$ cat config.mk
export PLATFORM = sky130hd
export DESIGN_NAME = merlin_lsq_flat
export DESIGN_NICKNAME = d
export VERILOG_FILES = /design/src/rtl/merlin_lsq_pkg.sv /design/src/rtl/merlin_lsq_if.sv /design/src/rtl/merlin_lsq_align.sv /design/src/rtl/merlin_lsq.sv /design/src/flat_wrapper.sv
export SDC_FILE = /design/constraint.sdc
export NUM_CORES = 1
export LEC_CHECK = 0
export BUFFER_PORTS_ARGS = -buffer_cell sky130_fd_sc_hd__buf_2
export CELL_PAD_IN_SITES_DETAIL_PLACEMENT = 2
export CELL_PAD_IN_SITES_GLOBAL_PLACEMENT = 2
export CORE_UTILIZATION = 38
export CTS_BUF_LIST = sky130_fd_sc_hd__clkbuf_4 sky130_fd_sc_hd__clkbuf_8
export DETAILED_ROUTE_END_ITERATION = 10
export PLACE_DENSITY_LB_ADDON = 0.1
export SYNTH_ARGS = -nofsm -noshare
export SYNTH_HDL_FRONTEND = slang
export SYNTH_SLANG_ARGS = --single-unit
$ cat constraint.sdc
create_clock -name clk_i -period 11 [get_ports clk_i]
set_input_delay 1.65 -clock clk_i [delete_from_list [all_inputs] [get_ports clk_i]]
set_output_delay 1.65 -clock clk_i [all_outputs]
set_load 0.02 [all_outputs]
$ cat src/rtl/merlin_lsq_pkg.sv
// Shared types and RV32I load/store encodings for the Merlin32 load/store queue.
// Queue entries carry everything needed to issue and later retire one memory op.
package merlin_lsq_pkg;

  localparam int LSQ_XLEN = 32;

  localparam logic [2:0] F3_LB  = 3'b000;
  localparam logic [2:0] F3_LH  = 3'b001;
  localparam logic [2:0] F3_LW  = 3'b010;
  localparam logic [2:0] F3_LBU = 3'b100;
  localparam logic [2:0] F3_LHU = 3'b101;
  localparam logic [2:0] F3_SB  = 3'b000;
  localparam logic [2:0] F3_SH  = 3'b001;
  localparam logic [2:0] F3_SW  = 3'b010;

  typedef struct packed {
    logic                wr;
    logic [2:0]          funct3;
    logic [1:0]          hpl;
    logic [4:0]          regd;
    logic [LSQ_XLEN-1:0] addr;
    logic [LSQ_XLEN-1:0] data;
  } lsq_entry_t;

endpackage

$ cat src/rtl/merlin_lsq_if.sv
// Hart data port: request (dreq*) and in-order response (drsp*) channels.
// master = load/store queue side, slave = memory/bus side.
interface merlin_lsq_if
  import merlin_lsq_pkg::*;
();

  logic                dreqready;
  logic                dreqvalid;
  logic [1:0]          dreqhpl;
  logic [LSQ_XLEN-1:0] dreqaddr;
  logic                dreqwr;
  logic [3:0]          dreqbe;
  logic [LSQ_XLEN-1:0] dreqwdata;
  logic                drspready;
  logic                drspvalid;
  logic                drsprerr;
  logic                drspwerr;
  logic [LSQ_XLEN-1:0] drspdata;

  modport master (
    input  dreqready,
    output dreqvalid, dreqhpl, dreqaddr,
    output dreqwr, dreqbe, dreqwdata,
    output drspready,
    input  drspvalid, drsprerr, drspwerr,
    input  drspdata
  );

  modport slave (
    output dreqready,
    input  dreqvalid, dreqhpl, dreqaddr,
    input  dreqwr, dreqbe, dreqwdata,
    input  drspready,
    output drspvalid, drsprerr, drspwerr,
    output drspdata
  );

endinterface

$ cat src/rtl/merlin_lsq_align.sv
// Lane formatting: store byte enables / replicated data, load extract and
// sign/zero extension. Purely combinational.
module merlin_lsq_align
  import merlin_lsq_pkg::*;
(
  input  logic [2:0]          st_funct3_i,
  input  logic [1:0]          st_off_i,
  input  logic [LSQ_XLEN-1:0] st_data_i,
  output logic [3:0]          st_be_o,
  output logic [LSQ_XLEN-1:0] st_wdata_o,
  input  logic [2:0]          ld_funct3_i,
  input  logic [1:0]          ld_off_i,
  input  logic [LSQ_XLEN-1:0] ld_raw_i,
  output logic [LSQ_XLEN-1:0] ld_data_o
);

  logic [LSQ_XLEN-1:0] ld_sh;

  always_comb begin
    st_be_o    = 4'hF;
    st_wdata_o = st_data_i;
    unique case (st_funct3_i)
      F3_SB: begin
        st_be_o    = 4'b0001 << st_off_i;
        st_wdata_o = {4{st_data_i[7:0]}};
      end
      F3_SH: begin
        st_be_o    = 4'b0011 << st_off_i;
        st_wdata_o = {2{st_data_i[15:0]}};
      end
      default: begin
        st_be_o    = 4'hF;
        st_wdata_o = st_data_i;
      end
    endcase
  end

  // Ops are naturally aligned, so shifting by the byte offset lands the
  // addressed field in the low lanes for every size.
  assign ld_sh = ld_raw_i >> {ld_off_i, 3'b000};

  always_comb begin
    ld_data_o = ld_sh;
    unique case (ld_funct3_i)
      F3_LB:   ld_data_o = {{24{ld_sh[7]}}, ld_sh[7:0]};
      F3_LH:   ld_data_o = {{16{ld_sh[15]}}, ld_sh[15:0]};
      F3_LBU:  ld_data_o = {24'h0, ld_sh[7:0]};
      F3_LHU:  ld_data_o = {16'h0, ld_sh[15:0]};
      default: ld_data_o = ld_sh;
    endcase
  end

endmodule

$ cat src/rtl/merlin_lsq.sv
// Merlin32 load/store queue: in-order issue on the data port, load writeback, bus errors.
// MERLIN_LSQ_MULTI_OUTSTANDING_EN allows up to DEPTH requests in flight (default: one).
module merlin_lsq
  import merlin_lsq_pkg::*;
#(
  parameter int C_XLEN    = LSQ_XLEN,
  parameter int C_DEPTH_X = 2
) (
  input  logic              clk_i,
  input  logic              reset_i,
  input  logic              clk_en_i,
  output logic              exs_full_o,
  input  logic              exs_lq_wr_i,
  input  logic              exs_sq_wr_i,
  input  logic [2:0]        exs_funct3_i,
  input  logic [1:0]        exs_hpl_i,
  input  logic [4:0]        exs_regd_addr_i,
  input  logic [C_XLEN-1:0] exs_regs2_data_i,
  input  logic [C_XLEN-1:0] exs_addr_i,
  merlin_lsq_if.master      dbus,
  output logic              ids_reg_wr_o,
  output logic [4:0]        ids_reg_addr_o,
  output logic [C_XLEN-1:0] ids_reg_data_o,
  output logic              hvec_lerr_o,
  output logic              hvec_serr_o,
  output logic [C_XLEN-1:0] hvec_err_addr_o
);

  localparam int DEPTH = 1 << C_DEPTH_X;
  localparam int PW    = C_DEPTH_X + 1;

  typedef logic [PW-1:0] ptr_t;

  lsq_entry_t mem_q [DEPTH];
  lsq_entry_t mem_d [DEPTH];

  ptr_t wr_q, wr_d;
  ptr_t iss_q, iss_d;
  ptr_t rsp_q, rsp_d;
  ptr_t count;

  logic [C_DEPTH_X-1:0] wr_idx;
  logic [C_DEPTH_X-1:0] iss_idx;
  logic [C_DEPTH_X-1:0] rsp_idx;

  logic              enq;
  logic              issue_ok;
  logic              iss_fire;
  logic              rsp_fire;
  logic [3:0]        st_be;
  logic [C_XLEN-1:0] st_wdata;
  logic [C_XLEN-1:0] ld_data;

  logic              ids_wr_q, ids_wr_d;
  logic [4:0]        ids_addr_q, ids_addr_d;
  logic [C_XLEN-1:0] ids_data_q, ids_data_d;
  logic              lerr_q, lerr_d;
  logic              serr_q, serr_d;
  logic [C_XLEN-1:0] eaddr_q, eaddr_d;

  assign wr_idx  = wr_q[C_DEPTH_X-1:0];
  assign iss_idx = iss_q[C_DEPTH_X-1:0];
  assign rsp_idx = rsp_q[C_DEPTH_X-1:0];

  // An entry stays allocated until its response retires it.
  assign count      = wr_q - rsp_q;
  assign exs_full_o = (count == ptr_t'(DEPTH));
  assign enq        = (exs_lq_wr_i | exs_sq_wr_i)
                    & clk_en_i & ~exs_full_o;

`ifdef MERLIN_LSQ_MULTI_OUTSTANDING_EN
  assign issue_ok = 1'b1;
`else
  assign issue_ok = (iss_q == rsp_q);
`endif

  assign dbus.dreqvalid = (iss_q != wr_q) & issue_ok;
  assign dbus.dreqhpl   = mem_q[iss_idx].hpl;
  assign dbus.dreqaddr  = {mem_q[iss_idx].addr[C_XLEN-1:2], 2'b00};
  assign dbus.dreqwr    = mem_q[iss_idx].wr;
  assign dbus.dreqbe    = mem_q[iss_idx].wr ? st_be : 4'hF;
  assign dbus.dreqwdata = st_wdata;
  assign dbus.drspready = (iss_q != rsp_q);

  assign iss_fire = dbus.dreqvalid & dbus.dreqready & clk_en_i;
  assign rsp_fire = dbus.drspvalid & dbus.drspready & clk_en_i;

  merlin_lsq_align u_align (
    .st_funct3_i (mem_q[iss_idx].funct3),
    .st_off_i    (mem_q[iss_idx].addr[1:0]),
    .st_data_i   (mem_q[iss_idx].data),
    .st_be_o     (st_be),
    .st_wdata_o  (st_wdata),
    .ld_funct3_i (mem_q[rsp_idx].funct3),
    .ld_off_i    (mem_q[rsp_idx].addr[1:0]),
    .ld_raw_i    (dbus.drspdata),
    .ld_data_o   (ld_data)
  );

  always_comb begin
    mem_d      = mem_q;
    wr_d       = wr_q;
    iss_d      = iss_q;
    rsp_d      = rsp_q;
    ids_wr_d   = ids_wr_q;
    ids_addr_d = ids_addr_q;
    ids_data_d = ids_data_q;
    lerr_d     = lerr_q;
    serr_d     = serr_q;
    eaddr_d    = eaddr_q;
    if (clk_en_i) begin
      ids_wr_d = 1'b0;
      lerr_d   = 1'b0;
      serr_d   = 1'b0;
      if (enq) begin
        mem_d[wr_idx] = '{
          wr:     exs_sq_wr_i,
          funct3: exs_funct3_i,
          hpl:    exs_hpl_i,
          regd:   exs_regd_addr_i,
          addr:   exs_addr_i,
          data:   exs_regs2_data_i
        };
        wr_d = wr_q + ptr_t'(1);
      end
      if (iss_fire) iss_d = iss_q + ptr_t'(1);
      if (rsp_fire) begin
        rsp_d = rsp_q + ptr_t'(1);
        if (mem_q[rsp_idx].wr) begin
          serr_d = dbus.drspwerr;
          if (dbus.drspwerr) eaddr_d = mem_q[rsp_idx].addr;
        end else begin
          lerr_d     = dbus.drsprerr;
          ids_wr_d   = ~dbus.drsprerr
                     & (mem_q[rsp_idx].regd != 5'd0);
          ids_addr_d = mem_q[rsp_idx].regd;
          ids_data_d = ld_data;
          if (dbus.drsprerr) eaddr_d = mem_q[rsp_idx].addr;
        end
      end
    end
  end

  always_ff @(posedge clk_i) begin
    mem_q <= mem_d;
  end

  always_ff @(posedge clk_i) begin
    if (reset_i) begin
      wr_q       <= '0;
      iss_q      <= '0;
      rsp_q      <= '0;
      ids_wr_q   <= 1'b0;
      ids_addr_q <= '0;
      ids_data_q <= '0;
      lerr_q     <= 1'b0;
      serr_q     <= 1'b0;
      eaddr_q    <= '0;
    end else begin
      wr_q       <= wr_d;
      iss_q      <= iss_d;
      rsp_q      <= rsp_d;
      ids_wr_q   <= ids_wr_d;
      ids_addr_q <= ids_addr_d;
      ids_data_q <= ids_data_d;
      lerr_q     <= lerr_d;
      serr_q     <= serr_d;
      eaddr_q    <= eaddr_d;
    end
  end

  assign ids_reg_wr_o    = ids_wr_q;
  assign ids_reg_addr_o  = ids_addr_q;
  assign ids_reg_data_o  = ids_data_q;
  assign hvec_lerr_o     = lerr_q;
  assign hvec_serr_o     = serr_q;
  assign hvec_err_addr_o = eaddr_q;

endmodule

$ cat src/flat_wrapper.sv
// flat-port wrapper written by rule: the top's interface ports become plain ports
module merlin_lsq_flat import merlin_lsq_pkg::*;
#(
  parameter int C_XLEN    = LSQ_XLEN,
  parameter int C_DEPTH_X = 2
)
  (clk_i, reset_i, clk_en_i, exs_full_o, exs_lq_wr_i, exs_sq_wr_i, exs_funct3_i, exs_hpl_i, exs_regd_addr_i, exs_regs2_data_i, exs_addr_i, ids_reg_wr_o, ids_reg_addr_o, ids_reg_data_o, hvec_lerr_o, hvec_serr_o, hvec_err_addr_o, dbus_dreqready, dbus_dreqvalid, dbus_dreqhpl, dbus_dreqaddr, dbus_dreqwr, dbus_dreqbe, dbus_dreqwdata, dbus_drspready, dbus_drspvalid, dbus_drsprerr, dbus_drspwerr, dbus_drspdata);
  merlin_lsq_if dbus_i ();
  input  logic clk_i;
  input  logic reset_i;
  input  logic clk_en_i;
  output logic exs_full_o;
  input  logic exs_lq_wr_i;
  input  logic exs_sq_wr_i;
  input  logic [2:0] exs_funct3_i;
  input  logic [1:0] exs_hpl_i;
  input  logic [4:0] exs_regd_addr_i;
  input  logic [C_XLEN-1:0] exs_regs2_data_i;
  input  logic [C_XLEN-1:0] exs_addr_i;
  output logic ids_reg_wr_o;
  output logic [4:0] ids_reg_addr_o;
  output logic [C_XLEN-1:0] ids_reg_data_o;
  output logic hvec_lerr_o;
  output logic hvec_serr_o;
  output logic [C_XLEN-1:0] hvec_err_addr_o;
  input wire logic [$bits(dbus_i.dreqready)-1:0] dbus_dreqready;
  output wire logic [$bits(dbus_i.dreqvalid)-1:0] dbus_dreqvalid;
  output wire logic [$bits(dbus_i.dreqhpl)-1:0] dbus_dreqhpl;
  output wire logic [$bits(dbus_i.dreqaddr)-1:0] dbus_dreqaddr;
  output wire logic [$bits(dbus_i.dreqwr)-1:0] dbus_dreqwr;
  output wire logic [$bits(dbus_i.dreqbe)-1:0] dbus_dreqbe;
  output wire logic [$bits(dbus_i.dreqwdata)-1:0] dbus_dreqwdata;
  output wire logic [$bits(dbus_i.drspready)-1:0] dbus_drspready;
  input wire logic [$bits(dbus_i.drspvalid)-1:0] dbus_drspvalid;
  input wire logic [$bits(dbus_i.drsprerr)-1:0] dbus_drsprerr;
  input wire logic [$bits(dbus_i.drspwerr)-1:0] dbus_drspwerr;
  input wire logic [$bits(dbus_i.drspdata)-1:0] dbus_drspdata;
  assign dbus_i.dreqready = dbus_dreqready;
  assign dbus_dreqvalid = dbus_i.dreqvalid;
  assign dbus_dreqhpl = dbus_i.dreqhpl;
  assign dbus_dreqaddr = dbus_i.dreqaddr;
  assign dbus_dreqwr = dbus_i.dreqwr;
  assign dbus_dreqbe = dbus_i.dreqbe;
  assign dbus_dreqwdata = dbus_i.dreqwdata;
  assign dbus_drspready = dbus_i.drspready;
  assign dbus_i.drspvalid = dbus_drspvalid;
  assign dbus_i.drsprerr = dbus_drsprerr;
  assign dbus_i.drspwerr = dbus_drspwerr;
  assign dbus_i.drspdata = dbus_drspdata;
  merlin_lsq #(.C_XLEN(C_XLEN), .C_DEPTH_X(C_DEPTH_X)) u_core (.clk_i(clk_i), .reset_i(reset_i), .clk_en_i(clk_en_i), .exs_full_o(exs_full_o), .exs_lq_wr_i(exs_lq_wr_i), .exs_sq_wr_i(exs_sq_wr_i), .exs_funct3_i(exs_funct3_i), .exs_hpl_i(exs_hpl_i), .exs_regd_addr_i(exs_regd_addr_i), .exs_regs2_data_i(exs_regs2_data_i), .exs_addr_i(exs_addr_i), .dbus(dbus_i), .ids_reg_wr_o(ids_reg_wr_o), .ids_reg_addr_o(ids_reg_addr_o), .ids_reg_data_o(ids_reg_data_o), .hvec_lerr_o(hvec_lerr_o), .hvec_serr_o(hvec_serr_o), .hvec_err_addr_o(hvec_err_addr_o));
endmodule
==> results by stage, run 1 <==
Timing:
- The total count of max-transition violations in the final report is 0.
- In the finished design, the share of the clock period the worst path needs comes to 47.4%.
- The post-layout worst setup margin is 5.78 ns.
- Measured against its own limit, the worst slew margin works out to 30.1%.
- The transition time of the tightest slew-check pin is 1.05 ns.
- The number of setup violations in the final report is 0.
- The highest attainable clock frequency is 0.192 GHz.
- The clock period minus final worst setup slack is 5.22 ns.
- The final worst hold slack is 0.452 ns.
- The worst clock skew on the final layout is 0.0290 ns.
- The final hold violation count came to 0.
- The sum of negative setup slack is 0 ns.
- Setup repair after global routing left no endpoint under its margin.

GRT:
- The largest net degree at the start of global routing is 65.
- Global routing finished with a remaining overflow of 0.
- The overall global routing resource usage is 21.1%.
- The number of antenna violations at the first check in global routing is 6.
- The number of global-route vias before repair came to 10,645.
- The first-pass GRT wire length is 65,500 um.

Placed design:
- The half-perimeter wire length of the detailed placement result is 28,000 um.
- OpenSTA, run right after detailed placement, puts the worst setup slack at 6.27 ns.
- In this run the tool buffered the top-level ports with 258 buffer cells.
- The final weighted congestion in routability-driven placement is 0.752.

Pwr:
- The power per cell area is 178 nW/um^2.
- The worst IR drop on VDD is 0.101 mV.
- The analysis attributes to cell leakage a power of 6.61 nW.

Clocking:
- In this run, CTS created clock tree buffers numbering 69.
- The number of H-tree branching levels is 3.
- The clock latency on the worst-skew pair is 0.64 ns.
- Clock-pin slew was measured on the worst setup and hold paths at 0.06 ns.
- The clock tree from TritonCTS is yes.
- The clock net sink count is 381.
- Buffers added to address setup during post-CTS repair amount to 0.
- For this design, the CTS-stage hold fixing added 0 buffers.
- The worst-case clock buffer depth is 3.
- The cell at the root of the clock tree is clkbuf_8.
- The post-cts repair resize count is 0.

Floorplan:
- The vertical die dimension is 206 um.
- The chip width is 206 um.
- The die covers 42,200 sq um.
- The floorplan row count is 74.
- The placeable core area is 40,800 sq um.
- The initial core utilization is 38.5%.
- Pin placement for this block handled 261 I/O pins.

Setup path:
- The worst setup path is captured at an output pin.
- The class of the most critical setup path is reg2out.
- The most common cell type on the critical path is buf_4.
- The buffer and inverter count on the worst path is 3.
- Along the worst path, the maximum fanout reaches 46.
- On the worst path, the slowest cell contributes a delay of 0.76 ns.
- The critical path launch point type is a flip-flop.
- The data arrival time of the critical path is 3.57 ns.
- Traced cell by cell, the critical path runs through buf_4, buf_4, mux4_2, mux2i_1, a21oi_1, buf_2.
- The slowest stage cell on the critical path is buf_4.
- The required time of the critical path is 9.35 ns.
- The cell family with the largest share of critical-path delay is buffers and inverters.

Finish:
- In the final layout, the multi-input gates occupy 4820 sq um.
- The ratio of cells with drive above 1 in the final layout is 41.3%.
- The core occupancy in the finished layout is 46.2%.
- After the last flow step, the layout net total stands at 1,354.
- The number of fill cells in the layout is 3,873.
- Compared with the post-synthesis result, the final layout area differs by 19.9%.
- Across the whole layout, storage elements account for 10,600 sq um.

Logic synthesis:
- The mean instance size in the synthesized netlist is 16.5 sq um.
- In the synthesized netlist the dominant register cell turns out to be edfxtp_1.
- The cell count after synthesis came out at 951.
- The commonest cells after synthesis are edfxtp_1, mux4_2, nand2_1.
- In this run, synthesis inferred 300 flip-flops with an integrated enable.
- After synthesis, the share of flip-flops with an asynchronous set or reset is 0%.
- In this run, distinct cell masters in the synthesized netlist total 42.
- The largest total area in the synthesized netlist belongs to edfxtp_1.
- The Yosys step of the flow raised 0 warnings.
- The library cell with the highest instance count after synthesis is edfxtp_1.
- In the post-synthesis netlist, the biggest area contributors are edfxtp_1, mux4_2, dfxtp_1.
- The post-synthesis cell area is 15,700 sq um.
- The top cell type by area accounts for 57.2% of the synthesized area.
- The synthesis-stage register bit count is 381.
- The sequential area share after synthesis is 67.5%.

Drt:
- The detailed-route via count is 9,538.
- The detail route stage leaves a number of antenna-violating nets equal to 0.
- The per-cell routed wire length is 24.1 um.
- The routed via count divided by cell count is 5.25.
- The final layout contains routed wiring with a total length of 43,800 um.
- In this run, the number of DRC markers left after iteration 0 of detailed routing was 378.
- The first detailed-routing pass ran for 6 iterations.
- For this run, design rule violations remaining after detail routing come to 0.

Outcome:
- The run finished with clean final reports.

Min path:
- The worst min-delay path class is reg2reg.

Job:
- The tool flagged a number of max-cap violations equal to 0.
-- worst register-to-register path: stages, from the launching register on --
cell	delay, ns
dfxtp_4	0.60
ha_1	0.21
nor2b_1	0.15
xnor2_1	0.15
a31oi_1	0.50
and2_4	0.59
buf_4	0.72
-- worst paths after layout --
check,from,depth (start not counted),slack (ns),endpoint
worst max-delay path,u_core.iss_q[0],6,5.78,dbus_dreqwdata[30]
worst min-delay path,u_core.hvec_err_addr_o[11],2,0.45,u_core.hvec_err_addr_o[11]
worst max register to register,u_core.rsp_q[0],6,7.69,u_core.mem_q[218]
worst min register to register,u_core.hvec_err_addr_o[11],2,0.45,u_core.hvec_err_addr_o[11]
-- routing by layer --
layer  routed length, um  global-route usage (%)
met4                 999                    7.12
met5                  58                       0
met3                2360                    4.83
met2               22000                    35.7
met1               18400                    26.7
-- cells in the final DEF, fill, tap and decap left out, types with 2 or more instances in the layout --
cell and count:
a211oi_1 25, a21oi_1 64, a21oi_2 2, and2_4 3
buf_2 258, buf_4 15, clkbuf_4 26, clkbuf_8 70
clkinv_1 14, clkinv_2 6, conb_1 2, dfxtp_1 77
dfxtp_4 3, diode_2 3, edfxtp_1 300, ha_1 8
inv_1 6, inv_6 3, mux2_2 23, mux2i_1 28
mux4_2 109, nand2_1 101, nand2b_1 4, nor2_1 69
nor2b_1 3, nor3_1 6, o211ai_1 9, o21ai_0 5
o2bb2ai_1 7, xnor2_1 10, xor2_1 4
-- report_power, final --
group / leakage (nW) / switching, mW / total [mW] / internal, mW
combinational: 2.51 / 0.264 / 0.431 / 0.167
sequential: 3.40 / 0.0229 / 1.64 / 1.61
clock: 0.695 / 0.596 / 1.28 / 0.686
total: 6.61 / 0.883 / 3.35 / 2.47
-- through the flow --
step / instances / power [mW] / cell area, sq um
CTS: 1814 / 3.40 / 18900
global placement: 1692 / 2.10 / 17600
floorplan: 952 / 1.94 / 15700
detailed placement: 1692 / 2.11 / 17600
finish: 1817 / 3.35 / 18900
global route: 1814 / 3.49 / 18900
-- registers in the layout (all words and copies together), names as in the netlist --
name / flops
u_core.mem_q: 300
u_core.wr_q: 3
u_core.ids_reg_addr_o: 5
u_core.ids_reg_wr_o: 1
u_core.rsp_q: 3
u_core.hvec_lerr_o: 1
u_core.ids_reg_data_o: 32
u_core.iss_q: 3
u_core.hvec_err_addr_o: 32
u_core.hvec_serr_o: 1
-- cell type report --
class                   instances  share of cell area (%)
repair buffers                273                    7.44
clock inverters                26                   0.763
inverters                       6                   0.119
diodes                          3                  0.0398
multi-input cells             500                    25.6
well taps                     532                    3.53
flip-flops and latches        381                    56.4
clock buffers                  96                    6.14
-- kinds of logic (layout without fill, tap and decap cells) --
group	count (synthesis)	after routing	synth area share, %
DFF	381	381	67.5
and+or+nand+nor	195	195	5.00
muxes	161	161	19.1
AOI/OAI and AO/OA	120	120	4.81
buffers and inverters	71	401	2.10
xor gates and xnor gates	14	14	0.779
adders and majority gates	8	8	0.636
other	1	5	0.0238
Power figures use the tool's default switching activity.
==> run 2, diff against run 1 <==
==> constraint.sdc (replaced) <==
create_clock -name clk_i -period 4.7 [get_ports clk_i]
set_input_delay 0.705 -clock clk_i [delete_from_list [all_inputs] [get_ports clk_i]]
set_output_delay 0.705 -clock clk_i [all_outputs]
set_load 0.02 [all_outputs]
==> run 2 against run 1 <==
  * Critical path depth down 2
  * Worst hold slack got worse by 0.16 ns
  * Non-clock buffer count is 2 higher
  * Clock skew grew 0.0026 ns
  * Clock-buffer cell count up 6
  * Die area did not move
  * Clock power rose by 140%
  * Total power grew 140%
  * Critical endpoint is now dbus_dreqwdata[14]
  * Sequential power rose by 130%
  * Final cell count is 0.44% higher
  * Sequential share of layout area down 0.46 points
  * Combinational power grew 130%
==> results by stage, run 2 (synthesis gave the netlist of run 1 again) <==
Setup path:
- Of all nets on the critical path, the largest fanout is 19.
- STA puts the critical path data arrival time at 3.33 ns.
- The critical path in this run is classified as reg2out.
- Data on the critical path is required at its endpoint by 3.99 ns.
- The worst setup path is launched from a flip-flop.
- The worst setup path is captured at an output pin.
- The worst register-to-register path begins at u_core.iss_q[0].
- The most critical setup path has its startpoint at u_core.iss_q[0].

Timing:
- The sum of negative setup slack is 0 ns.
- The final worst hold slack is 0.297 ns.
- The total count of max-transition violations in the final report came to 0.
- The number of setup violations in the final report is 0.
- The final hold violation count is 0.
- The transition time of the tightest slew-check pin is 1.01 ns.
- Setup repair after global routing left no endpoint under its margin.
- In the finished design, the share of the clock period the worst path needs comes to 85.8%.
- Headroom to the max-slew limit came out at 32.6%.
- Timing would allow up to 0.248 GHz.
- Setup slack closes at 0.666 ns.
- The routed design could run at a clock period as short as 4.03 ns.
- The clock arrives with 0.0316 ns of skew.

Drt:
- The residual antenna-violating net count after detailed routing is 0.
- Wires add up to 43,300 um.
- The routed via count divided by cell count is 5.21.
- The detailed-router iteration count before antenna repair is 4.
- For this run, design rule violations remaining after detail routing come to 0.
- The per-cell routed wire length is 23.7 um.
- The detailed-route via count is 9,502.
- The iteration-0 DRC count of the detailed router is 337.

Pwr:
- The share of total power dissipated in sequential elements is 48.3%.
- The power after layout is 7.95 mW.
- The worst IR drop on VDD is 0.219 mV.
- For this design the static power due to leakage is 6.67 nW.
- The power per cell area is 418 nW/um^2.
- The switching power summed over all nets is 2.07 mW.
- Internal power comes to 5.88 mW.
- Of the total power, the share spent switching nets is 26.0%.
- The clock network fraction of design power is 39.0%.
- Combinational cells account for 12.7% of the total power.

Placed design:
- Routability-driven placement finished with a final weighted congestion of 0.763.
- The post-placement worst setup slack is 1.20 ns.
- During placement, the flow inserted port buffers numbering 258.
- Including well taps, the total number of placed cells is 1,694.
- After detailed placement, the total cell area comes to 17,600 sq um.
- The HPWL after detailed placement is 27,900 um.

Finish:
- The area growth from synthesis to final layout is 20.9%.
- The final design area excluding fillers is 19,000 sq um.
- u_core.mem_q holds more flip-flops than any other register.
- The post-route netlist has 41.9% of its cells at a drive strength greater than 1.
- In the layout the commonest cells are edfxtp_1, buf_2, mux4_2, nand2_1, dfxtp_1.
- The core occupancy in the finished layout is 46.6%.
- The leading cell type in the layout, fill and taps excluded is edfxtp_1.
- The number of fill cells in the layout is 3,917.
- The finished layout holds 1,825 standard cells, fillers aside.
- The flip-flop count of the largest register, all copies and words added is 300.
- The layout net count is 1,355.

Floorplan:
- The initial core utilization is 38.5%.
- The top-level port count is 261.
- The chip width is 206 um.
- The floorplan row count is 74.
- The die covers 42,200 sq um.
- The vertical die dimension is 206 um.
- The placeable core area is 40,800 sq um.

Clocking:
- The clock passes through at most 3 buffers.
- For this design, the CTS-stage hold fixing added 0 buffers.
- The H-tree was split into 3 levels.
- The clock tree from TritonCTS is yes.
- Counting every sink on the clock net gives 381.
- The clock latency on the worst-skew pair is 0.62 ns.
- The register clock-pin slew on the reported worst setup and hold paths is 0.07 ns.
- The cell at the root of the clock tree is clkbuf_8.
- The post-cts repair resize count is 0.
- In this run the post-CTS setup repair buffer count came out at 0.
- The number of buffers created by CTS is 68.

Outcome:
- The run finished with clean final reports.

GRT:
- Global routing finished with a remaining overflow of 0.
- The number of global-route vias before repair is 10,463.
- The first global-routing pass estimated 64,100 um of wire.
- The largest net degree at the start of global routing is 59.
- The number of antenna violations at the first check in global routing is 9.
- The overall global routing resource usage is 20.7%.

Min path:
- The start point of the worst min-delay path is exs_regs2_data_i[6].
- The worst min-delay path class is in2reg.

Job:
- Max-cap violations in this run came to 0.
[run 2: cell types whose count changed in the layout (fill, tap and decap cells not counted), sizes merged]
cell	delta
clkinvlp	+1
clkinv	-4
clkbuf	+6
buf	+2
diode	+3
[run 2: area by class of cell]
type / count / area (sq um) / area share [%]
Sequential cell: 381 / 10600 / 55.9
Multi-Input combinational cell: 500 / 4820 / 25.3
Timing Repair Buffer: 275 / 1480 / 7.79
Clock buffer: 102 / 1240 / 6.53
Tap cell: 532 / 666 / 3.50
Clock inverter: 23 / 135 / 0.710
Inverter: 6 / 22.5 / 0.118
Antenna cell: 6 / 15.0 / 0.0789
[run 2: final timing paths]
check | cells after the start | slack [ns] | endpoint
setup / recovery | 4 | 0.67 | dbus_dreqwdata[14]
hold / removal | 1 | 0.30 | u_core.mem_q[156]
setup reg to reg | 6 | 1.42 | u_core.ids_reg_data_o[12]
hold reg to reg | 2 | 0.45 | u_core.hvec_err_addr_o[17]
[run 2: critical path, stage by stage (launching register included)]
cell	delay [ns]
dfxtp_4	0.61
mux4_2	0.78
nor2b_1	0.71
mux2_2	0.44
buf_2	0.17
[run 2: layer usage]
layer,track usage (%),wire length [um]
met1,26.6,18500
met2,34.6,21700
met3,5.15,2310
met4,6.38,780
met5,0,32
[run 2: power groups by stage]
stage	logic, mW	clock network [mW]	registers [mW]
floorplan	0.651	0	3.90
global placement	1.02	0	3.90
detailed placement	1.03	0	3.91
CTS	1.04	3.20	3.84
global route	1.09	3.34	3.85
finish	1.01	3.10	3.84
==> run 3, diff against run 2 <==
--- a/config.mk
+++ b/config.mk
@@ -11,7 +11,9 @@
 export CORE_UTILIZATION = 38
 export CTS_BUF_LIST = sky130_fd_sc_hd__clkbuf_4 sky130_fd_sc_hd__clkbuf_8
 export DETAILED_ROUTE_END_ITERATION = 10
+export HOLD_SLACK_MARGIN = 0.06
 export PLACE_DENSITY_LB_ADDON = 0.1
+export REMOVE_ABC_BUFFERS = 1
 export SYNTH_ARGS = -nofsm -noshare
 export SYNTH_HDL_FRONTEND = slang
 export SYNTH_SLANG_ARGS = --single-unit
==> run 3 against run 2 <==
  * Clock-buffer cell count rose by 3
  * Sequential share of layout area barely moved
  * Worst setup slack got worse by 0.013 ns
  * Global-route usage rose by 1.0 points
  * Maximum frequency fell by 0.32%
  * Non-clock buffer count fell by 2
  * Sequential power barely moved
  * Worst hold slack improved by 0.016 ns
  * Critical path type unchanged
  * Largest power group unchanged
==> results by stage, run 3 (synthesis gave the netlist of run 1 again) <==
Finish:
- The ratio of cells with drive above 1 in the final layout is 42.1%.
- The area of all sequential standard cells is 10,600 sq um.
- After routing the design area is 19,000 sq um.
- The flip-flop count of the largest register, all copies and words added is 300.
- The leading cell type in the layout, fill and taps excluded is edfxtp_1.
- The layout net count is 1,353.
- The number of fill cells in the layout is 3,880.
- Summing all multi-input logic gate instances after layout gives 4830 sq um.
- The library cells used most frequently in the layout, excluding fill and tap cells, are edfxtp_1, buf_2, mux4_2, nand2_1, dfxtp_1.
- From synthesis to final layout, the design area changed by 20.9%.
- The register name with the most flops is u_core.mem_q.

GRT:
- The number of antenna violations at the first check in global routing is 4.
- The number of global-route vias before repair came to 10,613.
- The aggregate global routing overflow is 0.
- The largest net degree at the start of global routing is 56.
- The peak-usage layer in the global routing report is met2.
- Global routing used 21.8% of the available tracks.
- The met3 demand-to-capacity share in global routing is 5.53%.
- The first global-routing pass estimated 66,900 um of wire.
- For this run, global-route usage on met1 was measured as 27.3%.
- The met2 routing resource usage after global routing is 37.3%.

Timing:
- The transition time of the tightest slew-check pin is 0.989 ns.
- The post-layout worst setup margin is 0.653 ns.
- The worst clock skew on the final layout is 0.0182 ns.
- Setup violations remaining at the end of the flow were counted as 0.
- Setup repair after global routing left no endpoint under its margin.
- Derived from the worst setup path, the maximum achievable clock frequency is 0.247 GHz.
- The total count of max-transition violations in the final report is 0.
- The final hold violation count was 0.
- The headroom to the max-slew limit is 34.1%.
- The clock period minus final worst setup slack is 4.05 ns.
- The final period utilization is 86.1%.

Drt:
- The total routed wirelength is 44,800 um.
- The residual antenna-violating net count after detailed routing is 0.
- The routed layout has 9,548 vias.
- The iteration-0 DRC count of the detailed router is 375.
- The detailed-router iteration count before antenna repair is 5.
- For this run, design rule violations remaining after detail routing come to 0.
- In the final routed layout, each cell accounts on average for 24.7 um.
- The routed via count divided by cell count is 5.26.

Setup path:
- The register-to-register setup slack is 1.46 ns.
- The class of the most critical setup path is reg2out.
- The worst setup path is launched from a flip-flop.
- The signal on the critical path passes through a21oi_1, a21oi_4, nor2b_1, buf_4, mux2_2, buf_2.
- The worst setup path endpoint is dbus_dreqwdata[14].
- Tracing the worst setup path back leads to its startpoint at u_core.iss_q[1].
- The largest stage delay on the critical path is 0.74 ns.
- The number of cells on the worst reg-to-reg path is 6.
- The worst setup path is captured at an output pin.
- The endpoint of the worst register-to-register path is u_core.mem_q[134].
- For the worst setup path, the data arrival time is 3.34 ns.
- The reg-to-reg startpoint is u_core.rsp_q[0].
- Of all nets on the critical path, the largest fanout is 40.
- The required time of the critical path is 3.99 ns.
- The slowest stage of the critical path is the dfxtp_4 cell.

Floorplan:
- The initial core utilization is 38.5%.
- The die is 206 um tall.
- The placeable core area is 40,800 sq um.
- The top-level port count is 261.
- The floorplan step defined a die boundary enclosing 42,200 sq um.
- The chip width is 206 um.
- The floorplan row count is 74.

Clocking:
- The post-cts repair resize count is 0.
- The clock net sink count is 381.
- The cell at the root of the clock tree is clkbuf_8.
- The post-CTS repair timing setup buffer count is 0.
- The register clock-pin slew on the reported worst setup and hold paths is 0.06 ns.
- In this run, post-CTS hold repair placed 0 buffers.
- TritonCTS created 68 clock buffers.
- The clock tree from TritonCTS is yes.
- The H-tree generated during clock tree synthesis spans 3 levels.
- The worst-case clock buffer depth is 3.
- At the later pin of the worst-skew pair, clock insertion delay measures 0.61 ns.

Pwr:
- IR analysis of the VDD net gives a maximum drop of 0.218 mV.
- The clock network fraction of design power is 39.5%.
- Cell internal power was estimated by the tool at 5.99 mW.
- The switching share of power is 25.5%.
- The sequential cell fraction of total power is 47.9%.
- The switching power summed over all nets is 2.05 mW.
- The share of total power in combinational logic is 12.6%.
- Dividing total power by cell area gives a power density of 423 nW/um^2.
- The leakage component of the power is 6.68 nW.

Placed design:
- Once detailed placement completed, the half-perimeter wirelength came to 28,900 um.
- The instance area at placement is 17,600 sq um.
- The post-placement worst setup slack is 1.25 ns.
- The number of buffers inserted by port buffering is 258.
- The final weighted congestion in routability-driven placement is 0.720.

Job:
- The number of maximum-capacitance violations is 0.

Outcome:
- The run finished with clean final reports.

Min path:
- The worst min-delay path class is in2reg.
==> run 3: power groups by stage <==
stage | logic (mW) | clock network [mW] | registers (mW)
after floorplan | 0.589 | 0 | 3.94
after global placement | 1.01 | 0 | 3.91
after detailed placement | 1.03 | 0 | 3.92
after CTS | 1.04 | 3.29 | 3.85
after global routing | 1.09 | 3.41 | 3.87
final | 1.01 | 3.18 | 3.85
==> run 3: worst min path at each step <==
stage	from	endpoint	slack [ns]	cells past startpoint
floorplan	u_core.ids_reg_wr_o	u_core.ids_reg_wr_o	0.52	2
global placement	u_core.hvec_err_addr_o[18]	u_core.hvec_err_addr_o[18]	0.44	2
detailed placement	u_core.ids_reg_data_o[5]	u_core.ids_reg_data_o[5]	0.45	2
CTS	exs_addr_i[7]	u_core.mem_q[189]	0.26	1
global route	exs_regs2_data_i[8]	u_core.mem_q[8]	0.27	1
finish	exs_addr_i[20]	u_core.mem_q[127]	0.31	1
==> run 3: stage by stage <==
stage | instances | util (%) | hold WS [ns] | setup TNS [ns] | power [mW]
2_1_floorplan | 887 | - | 0.522 | -511.02 | 4.53
3_3_place_gp | 1692 | 43.2 | 0.439 | 0 | 4.92
3_5_place_dp | 1692 | 43.2 | 0.449 | 0 | 4.96
4_1_cts | 1813 | 46.6 | 0.258 | 0 | 8.18
5_1_grt | 1813 | 46.6 | 0.274 | 0 | 8.36
6_report | 1815 | 46.6 | 0.312 | 0 | 8.04
==> run 3: layer usage <==
metal | share of wire [%] | routed length [um]
met1 | 42 | 18700
met2 | 51 | 23000
met3 | 5.3 | 2380
met4 | 1.5 | 676
met5 | 0.085 | 38
==> run 3: cell type report <==
type | instances | share of cell area (%)
inverter | 6 | 0.118
antenna | 2 | 0.0263
timing repair buffer | 273 | 7.72
clock inverter | 16 | 0.717
tap | 532 | 3.50
clock buffer | 105 | 6.61
multi-input combinational | 500 | 25.4
sequential | 381 | 55.9
==> run 3: worst max-delay path, delay by kind of cell, from the launching register on <==
| family | cells | cell delay (ns) |
|---|---|---|
| simple gates | 1 | 0.25 |
| compound gates | 2 | 0.96 |
| mux | 1 | 0.37 |
| buf+inv | 2 | 0.38 |
| flops | 1 | 0.74 |
